## config.mk

```make
export PLATFORM = sky130hd
export DESIGN_NAME = tipi_reg_ctrl_flat
export DESIGN_NICKNAME = d
export VERILOG_FILES = /design/src/rtl/tipi_reg_ctrl_if.sv /design/src/rtl/tipi_reg_ctrl.sv /design/src/flat_wrapper.sv
export SDC_FILE = /design/constraint.sdc
export NUM_CORES = 1
export LEC_CHECK = 0
export ABC_AREA = 1
export ABC_CLOCK_PERIOD_IN_PS = 1500
export BUFFER_PORTS_ARGS = -buffer_cell sky130_fd_sc_hd__buf_2
export CAP_MARGIN = 30
export CORE_MARGIN = 2
export CORE_UTILIZATION = 48
export DETAILED_ROUTE_END_ITERATION = 8
export PLACE_DENSITY = 0.76
export SLEW_MARGIN = 15
export SYNTH_ARGS = -nofsm -noshare
export SYNTH_HDL_FRONTEND = slang
export SYNTH_SLANG_ARGS = --single-unit
```

## constraint.sdc

```tcl
create_clock -name clk -period 1.5 [get_ports clk]
set_input_delay 0.075 -clock clk [delete_from_list [all_inputs] [get_ports clk]]
set_output_delay 0.075 -clock clk [all_outputs]
set_load 0.01 [all_outputs]
```

## src/rtl/tipi_reg_ctrl_if.sv

```systemverilog
// TIPI register controller bus bundle: CPU-side register access,
// readback mux selects/data and the Pi serial register port.
interface tipi_reg_ctrl_if;
  logic        ti_cs;
  logic        ti_memen_n;
  logic        ti_we_n;
  logic [15:0] ti_a;
  logic [7:0]  ti_din;
  logic        sel_rc;
  logic        sel_rd;
  logic        sel_tc;
  logic        sel_td;
  logic [7:0]  rc;
  logic [7:0]  rd;
  logic [7:0]  tc;
  logic [7:0]  td;
  logic        pi_sclk;
  logic        pi_le;
  logic [1:0]  pi_rsel;
  logic        pi_sd_in;
  logic        pi_sd_out;
  logic        pi_commit;
  logic        pi_err;

  modport master (
    output ti_cs, ti_memen_n, ti_we_n, ti_a, ti_din,
    output pi_sclk, pi_le, pi_rsel, pi_sd_in,
    input  sel_rc, sel_rd, sel_tc, sel_td,
    input  rc, rd, tc, td,
    input  pi_sd_out, pi_commit, pi_err
  );

  modport slave (
    input  ti_cs, ti_memen_n, ti_we_n, ti_a, ti_din,
    input  pi_sclk, pi_le, pi_rsel, pi_sd_in,
    output sel_rc, sel_rd, sel_tc, sel_td,
    output rc, rd, tc, td,
    output pi_sd_out, pi_commit, pi_err
  );
endinterface

```

## src/rtl/tipi_reg_ctrl.sv

```systemverilog
// TIPI mailbox register sequencer: CPU decode/write of TC/TD, readback
// selects, and Pi shift/latch FSM committing RD/RC. Ports: clk, reset, bus.
module tipi_reg_ctrl #(
  parameter logic [15:0] BASE_ADDR   = 16'h5FF8,
  parameter int          SYNC_STAGES = 2
) (
  input logic             clk,
  input logic             reset,
  tipi_reg_ctrl_if.slave  bus
);

  typedef enum logic [1:0] {
    IDLE,
    ACTIVE,
    COMMIT
  } state_t;

  state_t state;
  state_t state_nxt;

  logic [SYNC_STAGES-1:0] we_sy;
  logic [SYNC_STAGES-1:0] sclk_sy;
  logic [SYNC_STAGES-1:0] le_sy;
  logic                   we_d;
  logic                   sclk_d;
  logic                   le_d;

  logic [7:0] shreg;
  logic [3:0] bitcnt;
  logic [1:0] rsel;
  logic [7:0] snap;

  logic win_hit;
  logic bus_on;
  logic rd_hit;
  logic we_fall;
  logic sclk_rise;
  logic le_rise;
  logic le_fall;

  assign win_hit = (bus.ti_a[15:3] == BASE_ADDR[15:3]) && bus.ti_a[0];
  assign bus_on  = bus.ti_cs && !bus.ti_memen_n && win_hit;
  assign rd_hit  = bus_on && bus.ti_we_n;

  assign we_fall   = we_d & ~we_sy[SYNC_STAGES-1];
  assign sclk_rise = sclk_sy[SYNC_STAGES-1] & ~sclk_d;
  assign le_rise   = le_sy[SYNC_STAGES-1] & ~le_d;
  assign le_fall   = le_d & ~le_sy[SYNC_STAGES-1];

  // rsel[0] picks TC over TD for Pi reads
  assign snap = bus.pi_rsel[0] ? bus.tc : bus.td;

  always_ff @(posedge clk) begin
    if (reset) begin
      we_sy   <= '1;
      sclk_sy <= '0;
      le_sy   <= '0;
      we_d    <= 1'b1;
      sclk_d  <= 1'b0;
      le_d    <= 1'b0;
    end else begin
      we_sy   <= {we_sy[SYNC_STAGES-2:0], bus.ti_we_n};
      sclk_sy <= {sclk_sy[SYNC_STAGES-2:0], bus.pi_sclk};
      le_sy   <= {le_sy[SYNC_STAGES-2:0], bus.pi_le};
      we_d    <= we_sy[SYNC_STAGES-1];
      sclk_d  <= sclk_sy[SYNC_STAGES-1];
      le_d    <= le_sy[SYNC_STAGES-1];
    end
  end

  always_ff @(posedge clk) begin
    if (reset) state <= IDLE;
    else       state <= state_nxt;
  end

  always_comb begin
    state_nxt = state;
    unique case (state)
      IDLE:    if (le_rise) state_nxt = ACTIVE;
      ACTIVE:  if (le_fall) state_nxt = COMMIT;
      COMMIT:  state_nxt = IDLE;
      default: state_nxt = IDLE;
    endcase
  end

  always_ff @(posedge clk) begin
    if (reset) begin
      bus.sel_rc    <= 1'b0;
      bus.sel_rd    <= 1'b0;
      bus.sel_tc    <= 1'b0;
      bus.sel_td    <= 1'b0;
      bus.rc        <= '0;
      bus.rd        <= '0;
      bus.tc        <= '0;
      bus.td        <= '0;
      bus.pi_sd_out <= 1'b0;
      bus.pi_commit <= 1'b0;
      bus.pi_err    <= 1'b0;
      shreg         <= '0;
      bitcnt        <= '0;
      rsel          <= '0;
    end else begin
      bus.pi_commit <= 1'b0;
      bus.pi_err    <= 1'b0;
      bus.sel_rc    <= rd_hit && (bus.ti_a[2:1] == 2'b00);
      bus.sel_rd    <= rd_hit && (bus.ti_a[2:1] == 2'b01);
      bus.sel_tc    <= rd_hit && (bus.ti_a[2:1] == 2'b10);
      bus.sel_td    <= rd_hit && (bus.ti_a[2:1] == 2'b11);

      // RC/RD are Pi-owned; CPU writes to them fall through
      if (we_fall && bus_on) begin
        if (bus.ti_a[2:1] == 2'b10) bus.tc <= bus.ti_din;
        if (bus.ti_a[2:1] == 2'b11) bus.td <= bus.ti_din;
      end

      unique case (state)
        IDLE: begin
          if (le_rise) begin
            rsel   <= bus.pi_rsel;
            bitcnt <= '0;
            if (!bus.pi_rsel[1]) begin
              // non-blocking read gives the pre-write value
              shreg         <= snap;
              bus.pi_sd_out <= snap[7];
            end else begin
              shreg <= '0;
            end
          end
        end
        ACTIVE: begin
          if (sclk_rise) begin
            shreg         <= {shreg[6:0], bus.pi_sd_in};
            bus.pi_sd_out <= shreg[6];
            if (bitcnt != 4'd9) bitcnt <= bitcnt + 4'd1;
          end
        end
        COMMIT: begin
          bus.pi_sd_out <= 1'b0;
          if (bitcnt != 4'd8) begin
            bus.pi_err <= 1'b1;
          end else if (rsel[1]) begin
            bus.pi_commit <= 1'b1;
            if (rsel[0]) bus.rc <= shreg;
            else         bus.rd <= shreg;
          end
        end
        default: ;
      endcase
    end
  end

endmodule

```

## src/flat_wrapper.sv

```systemverilog
// flat-port wrapper written by rule: the top's interface ports become plain ports
module tipi_reg_ctrl_flat 
#(
  parameter logic [15:0] BASE_ADDR   = 16'h5FF8,
  parameter int          SYNC_STAGES = 2
)
  (clk, reset, bus_ti_cs, bus_ti_memen_n, bus_ti_we_n, bus_ti_a, bus_ti_din, bus_pi_sclk, bus_pi_le, bus_pi_rsel, bus_pi_sd_in, bus_sel_rc, bus_sel_rd, bus_sel_tc, bus_sel_td, bus_rc, bus_rd, bus_tc, bus_td, bus_pi_sd_out, bus_pi_commit, bus_pi_err);
  tipi_reg_ctrl_if bus_i ();
  input logic clk;
  input logic reset;
  input wire logic [$bits(bus_i.ti_cs)-1:0] bus_ti_cs;
  input wire logic [$bits(bus_i.ti_memen_n)-1:0] bus_ti_memen_n;
  input wire logic [$bits(bus_i.ti_we_n)-1:0] bus_ti_we_n;
  input wire logic [$bits(bus_i.ti_a)-1:0] bus_ti_a;
  input wire logic [$bits(bus_i.ti_din)-1:0] bus_ti_din;
  input wire logic [$bits(bus_i.pi_sclk)-1:0] bus_pi_sclk;
  input wire logic [$bits(bus_i.pi_le)-1:0] bus_pi_le;
  input wire logic [$bits(bus_i.pi_rsel)-1:0] bus_pi_rsel;
  input wire logic [$bits(bus_i.pi_sd_in)-1:0] bus_pi_sd_in;
  output wire logic [$bits(bus_i.sel_rc)-1:0] bus_sel_rc;
  output wire logic [$bits(bus_i.sel_rd)-1:0] bus_sel_rd;
  output wire logic [$bits(bus_i.sel_tc)-1:0] bus_sel_tc;
  output wire logic [$bits(bus_i.sel_td)-1:0] bus_sel_td;
  output wire logic [$bits(bus_i.rc)-1:0] bus_rc;
  output wire logic [$bits(bus_i.rd)-1:0] bus_rd;
  output wire logic [$bits(bus_i.tc)-1:0] bus_tc;
  output wire logic [$bits(bus_i.td)-1:0] bus_td;
  output wire logic [$bits(bus_i.pi_sd_out)-1:0] bus_pi_sd_out;
  output wire logic [$bits(bus_i.pi_commit)-1:0] bus_pi_commit;
  output wire logic [$bits(bus_i.pi_err)-1:0] bus_pi_err;
  assign bus_i.ti_cs = bus_ti_cs;
  assign bus_i.ti_memen_n = bus_ti_memen_n;
  assign bus_i.ti_we_n = bus_ti_we_n;
  assign bus_i.ti_a = bus_ti_a;
  assign bus_i.ti_din = bus_ti_din;
  assign bus_i.pi_sclk = bus_pi_sclk;
  assign bus_i.pi_le = bus_pi_le;
  assign bus_i.pi_rsel = bus_pi_rsel;
  assign bus_i.pi_sd_in = bus_pi_sd_in;
  assign bus_sel_rc = bus_i.sel_rc;
  assign bus_sel_rd = bus_i.sel_rd;
  assign bus_sel_tc = bus_i.sel_tc;
  assign bus_sel_td = bus_i.sel_td;
  assign bus_rc = bus_i.rc;
  assign bus_rd = bus_i.rd;
  assign bus_tc = bus_i.tc;
  assign bus_td = bus_i.td;
  assign bus_pi_sd_out = bus_i.pi_sd_out;
  assign bus_pi_commit = bus_i.pi_commit;
  assign bus_pi_err = bus_i.pi_err;
  tipi_reg_ctrl #(.BASE_ADDR(BASE_ADDR), .SYNC_STAGES(SYNC_STAGES)) u_core (.clk(clk), .reset(reset), .bus(bus_i));
endmodule
```

Word-level counts from Yosys, hierarchy flattened
Index checks and enable logic that the tools add are counted.

Register bits after elaboration: 64. Bits of input ports: 34. Word-level logic and storage cells: 89. Output and inout port bits: 39.

Add/sub/neg operators: 1. Multiplexer cells: 18. Bitwise logic cells: 11. Reductions and logical operators: 25. Eq/ne operators: 13.

Operators with widths (count): $mux W8 (4); $pmux W8 S2 (1); $reduce_and A4 Y1 (4); $eq A13 B12 Y1 const B (1); $mux W4 (3); $logic_and A1 B1 Y1 (9); $ne A2 B1 Y1 const B (4); $ne A4 B4 Y1 const B (2); $pmux W4 S2 (1); $reduce_and A2 Y1 (4); $not A1 Y1 (7); $eq A2 B2 Y1 const B (3); $mux W1 (5); $add A4 B1 Y4 const B (1); $and A1 B1 Y1 (4); $eq A2 B1 Y1 const B (2); $logic_not A2 Y1 (2); $mux W2 (2); $pmux W2 S2 (1); $pmux W1 S3 (1); $reduce_and A3 Y1 (1); $reduce_bool A3 Y1 (1); $reduce_or A3 Y1 (1); $ne A2 B2 Y1 const B (1); other kinds (3) (3).

Logic depth before layout (Yosys ltp)
Gate-level depths: netlist (run 1).

Word-level depth: 5. Depth in mapped cells: 10. Gate-level depth less buffers: 9.

Least setup slack after synthesis (run 1)
Ideal clock, no wire load.

Kind: register to register. Start: register u_core.state[1]. End: register u_core.bitcnt[0]. Library setup time: 0.121 ns. Stages on the path, launching flop included: 10. Path slack: 0.091 ns. Arrival: 1.288 ns. Path through: dfxtp_1 -> inv_1 -> ha_1 -> buf_4 -> inv_2 -> buf_6 -> o21ai_2 -> nand3_1 -> o21ai_1 -> a21oi_1.

Longest elaborated chain between the ends: 3. Elaborated cells on any way between the ends: 8.

Ends and longest elaborated chain: start, declared (line tipi_reg_ctrl.sv:18) `state_t state;`; start signal, assigned (line tipi_reg_ctrl.sv:73) `else state <= state_nxt;`; $eq A2 B1 Y1 or $logic_not A2 Y1 (tied branches) (line tipi_reg_ctrl.sv:116) `unique case (state)`; $ne A2 B1 Y1 (no source line) or $reduce_bool A2 Y1 (tied branches); $reduce_and A4 Y1 (no source line); end signal, assigned (line tipi_reg_ctrl.sv:134) `if (bitcnt != 4'd9) bitcnt <= bitcnt + 4'd1;`; end, declared (line tipi_reg_ctrl.sv:29) `logic [3:0] bitcnt;`.

Several ways; a longest one is shown, not always the timed one. A chain may end at the register's enable or synchronous reset.

Worst setup path in the final report (run 1)
Start: register u_core.state[0]. End: register u_core.bus.rd[5].

Longest elaborated chain between the ends: 2.

Ends and longest elaborated chain: $eq A2 B2 Y1 (line tipi_reg_ctrl.sv:116); $reduce_and A4 Y1 (no source line); end signal, assigned (line tipi_reg_ctrl.sv:144) `else bus.rd <= shreg;`; end, declared (line tipi_reg_ctrl_if.sv:37) `output rc, rd, tc, td,`.

Every way passes these cells.

==> results of run 1 <==
final cells by class:
type / instances / share of cell area
Clock buffer: 9 / 0.03227
Clock inverter: 7 / 0.02510
Inverter: 79 / 0.08018
Multi-Input combinational cell: 269 / 0.3686
Sequential cell: 64 / 0.3351
Tap cell: 75 / 0.02445
Timing Repair Buffer: 91 / 0.1343
worst min path at each step:
stage	slack, ns	cells past startpoint	end	start
after floorplan	0.15	1	u_core.bus.sel_rc	bus_ti_a[1]
after global placement	0.27	3	u_core.le_sy[0]	bus_pi_le
after detailed placement	0.28	3	u_core.le_sy[0]	bus_pi_le
after CTS	0.05	5	u_core.bus.tc[4]	bus_ti_din[4]
after global routing	0.08	5	u_core.bus.tc[4]	bus_ti_din[4]
final	0.06	5	u_core.bus.td[0]	bus_ti_din[0]
worst max-delay path, delay by kind of cell, from the launching register on:
family	cells	cell delay (ns)
flops	1	0.37
compound gates	1	0.18
simple gates	3	0.47
fa+ha+maj	1	0.18
buf+inv	2	0.15
power breakdown:
group	switching, W	leakage, nW	internal (W)	total, W
registers	0.000162	0.520	0.00187	0.00203
clock network	0.000720	0.101	0.000933	0.00165
logic	0.000808	1.25	0.000602	0.00141
total	0.00169	1.87	0.00341	0.00510
per-layer routing:
metal / GRT usage / vias up / part of all wire
met5: 0 / - / 0
met4: 0.1361 / 0 / 0.026
met3: 0.06087 / 17 / 0.052
met2: 0.3734 / 80 / 0.50
met1: 0.2463 / 1337 / 0.42
li1: - / 1506 / -
metrics by stage:
| step | cells | utilization | setup TNS [ns] | hold slack (ns) |
|---|---|---|---|---|
| 2_1_floorplan | 424 | - | 0 | 0.1529 |
| 3_3_place_gp | 569 | 0.5758 | 0 | 0.2744 |
| 3_5_place_dp | 569 | 0.5758 | -0.1639 | 0.2811 |
| 4_1_cts | 590 | 0.6225 | 0 | 0.04979 |
| 5_1_grt | 594 | 0.6445 | -0.3244 | 0.07770 |
| 6_report | 594 | 0.6445 | 0 | 0.05629 |
what timing repair did:
item                       in CTS  in global routing
resized for setup               4                 31
cloned                          0                  1
hold endpoints to repair        7                  0
setup endpoints to repair      11                 28
pin swaps                       0                  8
setup buffers                   0                  3
hold buffers                    5                  0
cells by family after synthesis:
| group | count (synthesis) | share of synthesized area |
|---|---|---|
| AO/OA/AOI/OAI | 65 | 0.1154 |
| XOR/XNOR | 2 | 0.005898 |
| adder cells (fa/ha/maj) | 6 | 0.02527 |
| buffers and inverters | 92 | 0.1268 |
| flip-flops | 64 | 0.4313 |
| AND/OR/NAND/NOR | 195 | 0.2953 |
flip-flops by register name (all words and copies together) (netlist names), 2 cells and up:
signal,count
u_core.bus.td,8
u_core.bus.tc,8
u_core.shreg,8
u_core.bitcnt,4
u_core.rsel,2
u_core.bus.rd,8
u_core.bus.rc,8
u_core.sclk_sy,2
u_core.state,2
u_core.we_sy,2
u_core.le_sy,2
cells in the mapped netlist (all sizes together) (3+ instances only):
| cell | number |
|---|---|
| inv | 76 |
| nor3 | 3 |
| nand2 | 69 |
| clkinv | 3 |
| buf | 9 |
| nor2 | 86 |
| a21oi | 16 |
| nand3 | 14 |
| o21ai | 47 |
| clkbuf | 4 |
| or2 | 3 |
| dfxtp | 64 |
| nand4 | 19 |
| ha | 6 |
==> results.json, run 1 <==
{
  "portBuffers": 72,
  "syn_inst": 424,
  "finalCriticalPeriod_ns": 1.441,
  "hold_viol": 0,
  "clock-root-buffer": "clkbuf_8",
  "syn-num-nets": 464,
  "regToRegEndpoint": "u_core.bus.rd[5]",
  "drc": 0,
  "r2r-start": "u_core.state[0]",
  "synthTopCellsByArea": "dfxtp_1 (43%), nor2_1 (10%), inv_1 (9.2%)",
  "cts_sinks": 64,
  "viasPerCell": 4.949,
  "dr.pass1.iters": 4,
  "synthFlopType": "dfxtp_1",
  "grt_pass1_wl_um": 11320,
  "final_max_slew_viol_count": 0,
  "rows": 28,
  "grt_pass1_vias": 2713,
  "insertedDiodeCount": 0,
  "arrival_ns": 1.70,
  "ys_warn_count": 0,
  "drt_wl_total_um": 7124,
  "leakagePower_nw": 1.872,
  "antenna_left": 0,
  "synth_edf_count": 0,
  "synth_top_cell_area_share": 0.4313,
  "yosysTopAreaCell": "dfxtp_1",
  "crit_required_ns": 1.76,
  "r2r_slack_ns": 0.06,
  "fmax_mhz": 693.8,
  "die_w_um": 82.67,
  "critPathKind": "register to register",
  "cp-startpoint": "u_core.state[0]",
  "first_iter_violations": 141,
  "async_flop_share": 0,
  "status": "finished, final reports clean",
  "worstPathCellList": "inv_4 > ha_2 > inv_1 > nor3_4 > nand2_4 > o21ai_1 > nor2_1",
  "ys_seq_elements": 64,
  "area_growth_pct": 29.23,
  "htreeDepth": 3,
  "final-setup-viol-count": 0,
  "layout-drive-gt1-share": 0.2736,
  "maxCapViolCount": 0,
  "grt.total_usage": 0.2212,
  "end_kind": "register",
  "crit_path_end": "u_core.bus.rd[5]",
  "worst_slack_ns": 0.05871,
  "path_clk_slew_ns": 0.08,
  "die_area_um2": 6834,
  "syn_avg_cell_area_um2": 7.006,
  "min_path_type": "input pin to register",
  "syn_area_um2": 2970,
  "ir_worst_vdd_uv": 869.2,
  "die_y_um": 82.67,
  "max_stage_delay_ns": 0.37,
  "ys_types": 31,
  "fp.coreArea_um2": 5956,
  "globalplace.congestion": 0.8316,
  "grt-ovfl-total": 0,
  "crit_path_start_kind": "register",
  "boundaryPins": 73,
  "hpwl_um": 5006,
  "worst_pin_slew_ns": 0.4974,
  "wl_per_cell_um": 11.99,
  "initial_core_util": 0.4987,
  "num_vias": 2940,
  "final_cell_mix": "nor2_1 (80), buf_2 (72), inv_1 (69)",
  "maxSlewHeadroom": 0.6681,
  "antenna_found_initial": 0,
  "rsz0062_at_grt": "yes",
  "power_w": 0.005098,
  "pre_cts_slack_ns": -0.03512,
  "final_area_um2": 3839,
  "multi_input_area_um2": 1415,
  "grt_max_degree": 30,
  "p_per_area_nw_per_um2": 1328,
  "ys_seq_area_frac": 0.4313,
  "reg2reg_depth": 7,
  "cts_buffers": 9,
  "insertion_delay_ns": 0.36,
  "cts_tree": "built",
  "period_share": 0.9609,
  "placed_area_um2": 3430,
  "skew_ns": 0.01215,
  "fin_nets": 554,
  "fill_cells": 565,
  "regArea_um2": 1286,
  "final_common_cell": "nor2_1",
  "cp_slowest_cell": "dfxtp_4",
  "crit_path_max_fanout": 9,
  "clk_path_buf_depth": 2
}
Note: power is estimated with default switching activity, not from simulation.
==> run 2: changes to the inputs <==
--- a/config.mk
+++ b/config.mk
@@ -6,13 +6,13 @@
 export NUM_CORES = 1
 export LEC_CHECK = 0
 export ABC_AREA = 1
-export ABC_CLOCK_PERIOD_IN_PS = 1500
+export ABC_CLOCK_PERIOD_IN_PS = 1800
 export BUFFER_PORTS_ARGS = -buffer_cell sky130_fd_sc_hd__buf_2
 export CAP_MARGIN = 30
 export CORE_MARGIN = 2
 export CORE_UTILIZATION = 48
 export DETAILED_ROUTE_END_ITERATION = 8
-export PLACE_DENSITY = 0.76
+export PLACE_DENSITY = 0.73
 export SLEW_MARGIN = 15
 export SYNTH_ARGS = -nofsm -noshare
 export SYNTH_HDL_FRONTEND = slang
==> constraint.sdc (replaced) <==
create_clock -name clk -period 1.8 [get_ports clk]
set_input_delay 0.09 -clock clk [delete_from_list [all_inputs] [get_ports clk]]
set_output_delay 0.09 -clock clk [all_outputs]
set_load 0.01 [all_outputs]
==> results.json, run 2 (synthesis gave the netlist of run 1 again) <==
{
  "status": "finished, final reports clean",
  "layout-drive-gt1-share": 0.2238,
  "worst_slack_ns": 0.1820,
  "cp_slowest_cell": "dfxtp_1",
  "antenna_left": 0,
  "clk_path_buf_depth": 2,
  "critPathKind": "register to register",
  "num_vias": 2787,
  "die_w_um": 82.67,
  "top_layer_used": "met4",
  "die_area_um2": 6834,
  "hpwl_um": 4742,
  "first_iter_violations": 149,
  "path_clk_slew_ns": 0.07,
  "viasPerCell": 4.805,
  "grt-ovfl-total": 0,
  "drt_wl_total_um": 6391,
  "fmax_mhz": 618.0,
  "maxCapViolCount": 0,
  "wl_met3_um": 321,
  "drc": 0,
  "worstPathCellList": "inv_1 > ha_1 > nand3_1 > nor3_2 > nand2_1 > clkinv_2 > nor2_1 > nor2_1",
  "worst_pin_slew_ns": 0.5027,
  "p_per_area_nw_per_um2": 1084,
  "final_common_cell": "nor2_1",
  "globalplace.congestion": 0.8519,
  "wl_per_cell_um": 11.02,
  "fp.coreArea_um2": 5956,
  "max_stage_delay_ns": 0.42,
  "skew_ns": 0.01021,
  "end_kind": "register",
  "cts_sinks": 64,
  "pre_cts_slack_ns": 0.07595,
  "clock-root-buffer": "clkbuf_8",
  "wl_met2_um": 2941,
  "portBuffers": 72,
  "finalCriticalPeriod_ns": 1.618,
  "arrival_ns": 1.86,
  "crit_path_start_kind": "register",
  "insertion_delay_ns": 0.35,
  "fin_nets": 540,
  "crit_required_ns": 2.04,
  "final_cell_mix": "nor2_1 (80), inv_1 (73), buf_2 (72)",
  "final_max_slew_viol_count": 0,
  "boundaryPins": 73,
  "area_growth_pct": 22.11,
  "grt.total_usage": 0.2101,
  "crit_path_max_fanout": 9,
  "min_path_type": "input pin to register",
  "rows": 28,
  "path_delay_family": "simple AND/OR/NAND/NOR gates",
  "period_share": 0.8989,
  "grt_pass1_vias": 2661,
  "insertedDiodeCount": 0,
  "hold_viol": 0,
  "ir_worst_vdd_uv": 720.0,
  "cp.buffers_inverters": 2,
  "power_w": 0.003933,
  "rsz0062_at_grt": "no",
  "die_y_um": 82.67,
  "cts_tree": "built",
  "leakagePower_nw": 1.766,
  "crit_top_cell": "nor2_1",
  "htreeDepth": 3,
  "cts_buffers": 9,
  "final-setup-viol-count": 0,
  "maxSlewHeadroom": 0.6645,
  "setup_tns_ns": 0,
  "antenna_found_initial": 0,
  "initial_core_util": 0.4987,
  "dr.pass1.iters": 4,
  "met1_length_um": 2900,
  "grt_max_degree": 46,
  "grt_pass1_wl_um": 10940
}
run 2: cell count changes in the layout (fill, tap and decap cells not counted), moves of 4 or more:
cell / change
o21ai_0: +4
inv_1: +4
nand2_1: +4
buf_4: -12
run 2: final timing paths:
kind	startpoint	slack, ns	end	cells past startpoint
setup / recovery	u_core.bitcnt[0]	0.18	u_core.bus.rd[3]	8
hold / removal	bus_ti_a[2]	0.02	u_core.bus.sel_td	3
setup reg to reg	u_core.bitcnt[0]	0.18	u_core.bus.rd[3]	8
hold reg to reg	u_core.sclk_sy[0]	0.41	u_core.sclk_sy[1]	2
run 2: final cells by class:
type / count / area [um^2]
clock buffers: 9 / 123.9
clock inverters: 7 / 96.34
fillers: 567 / 2328
inverters: 79 / 299.0
multi-input cells: 268 / 1318
flip-flops and latches: 64 / 1281
well taps: 75 / 93.84
repair buffers: 78 / 415.4
run 2: timing repair:
item | in CTS | in global routing
endpoints found under the setup margin | 0 | 8
hold buffers | 4 | 0
resized for setup | 0 | 2
endpoints found under the hold margin | 5 | 0
buffers inserted | 0 | 0
run 2: per-stage QoR:
step	hold slack [ns]	cell area (um^2)	instances	util
2_1_floorplan	0.1679	2970	424	-
3_3_place_gp	0.2889	3362	560	0.5645
3_5_place_dp	0.3125	3362	560	0.5645
4_1_cts	0.005537	3622	580	0.6082
5_1_grt	0.02253	3627	580	0.6090
6_report	0.02117	3627	580	0.6090
run 2: layer usage:
metal,up-vias,track usage
met1,1208,0.2465
met3,24,0.05652
met5,-,0
met4,0,0.1213
li1,1480,-
met2,75,0.3444
run 2: power by group:
| group | internal [W] | switching, W |
|---|---|---|
| Clock | 0.000778 | 0.000591 |
| Combinational | 0.000316 | 0.000576 |
| Sequential | 0.00155 | 0.000118 |
run 2: worst register-to-register path: stages, from the launching register on:
cell and delay, ns:
dfxtp_1 0.42, inv_1 0.10, ha_1 0.20, nand3_1 0.16, nor3_2 0.07, nand2_1 0.22, clkinv_2 0.17, nor2_1 0.12
nor2_1 0.06
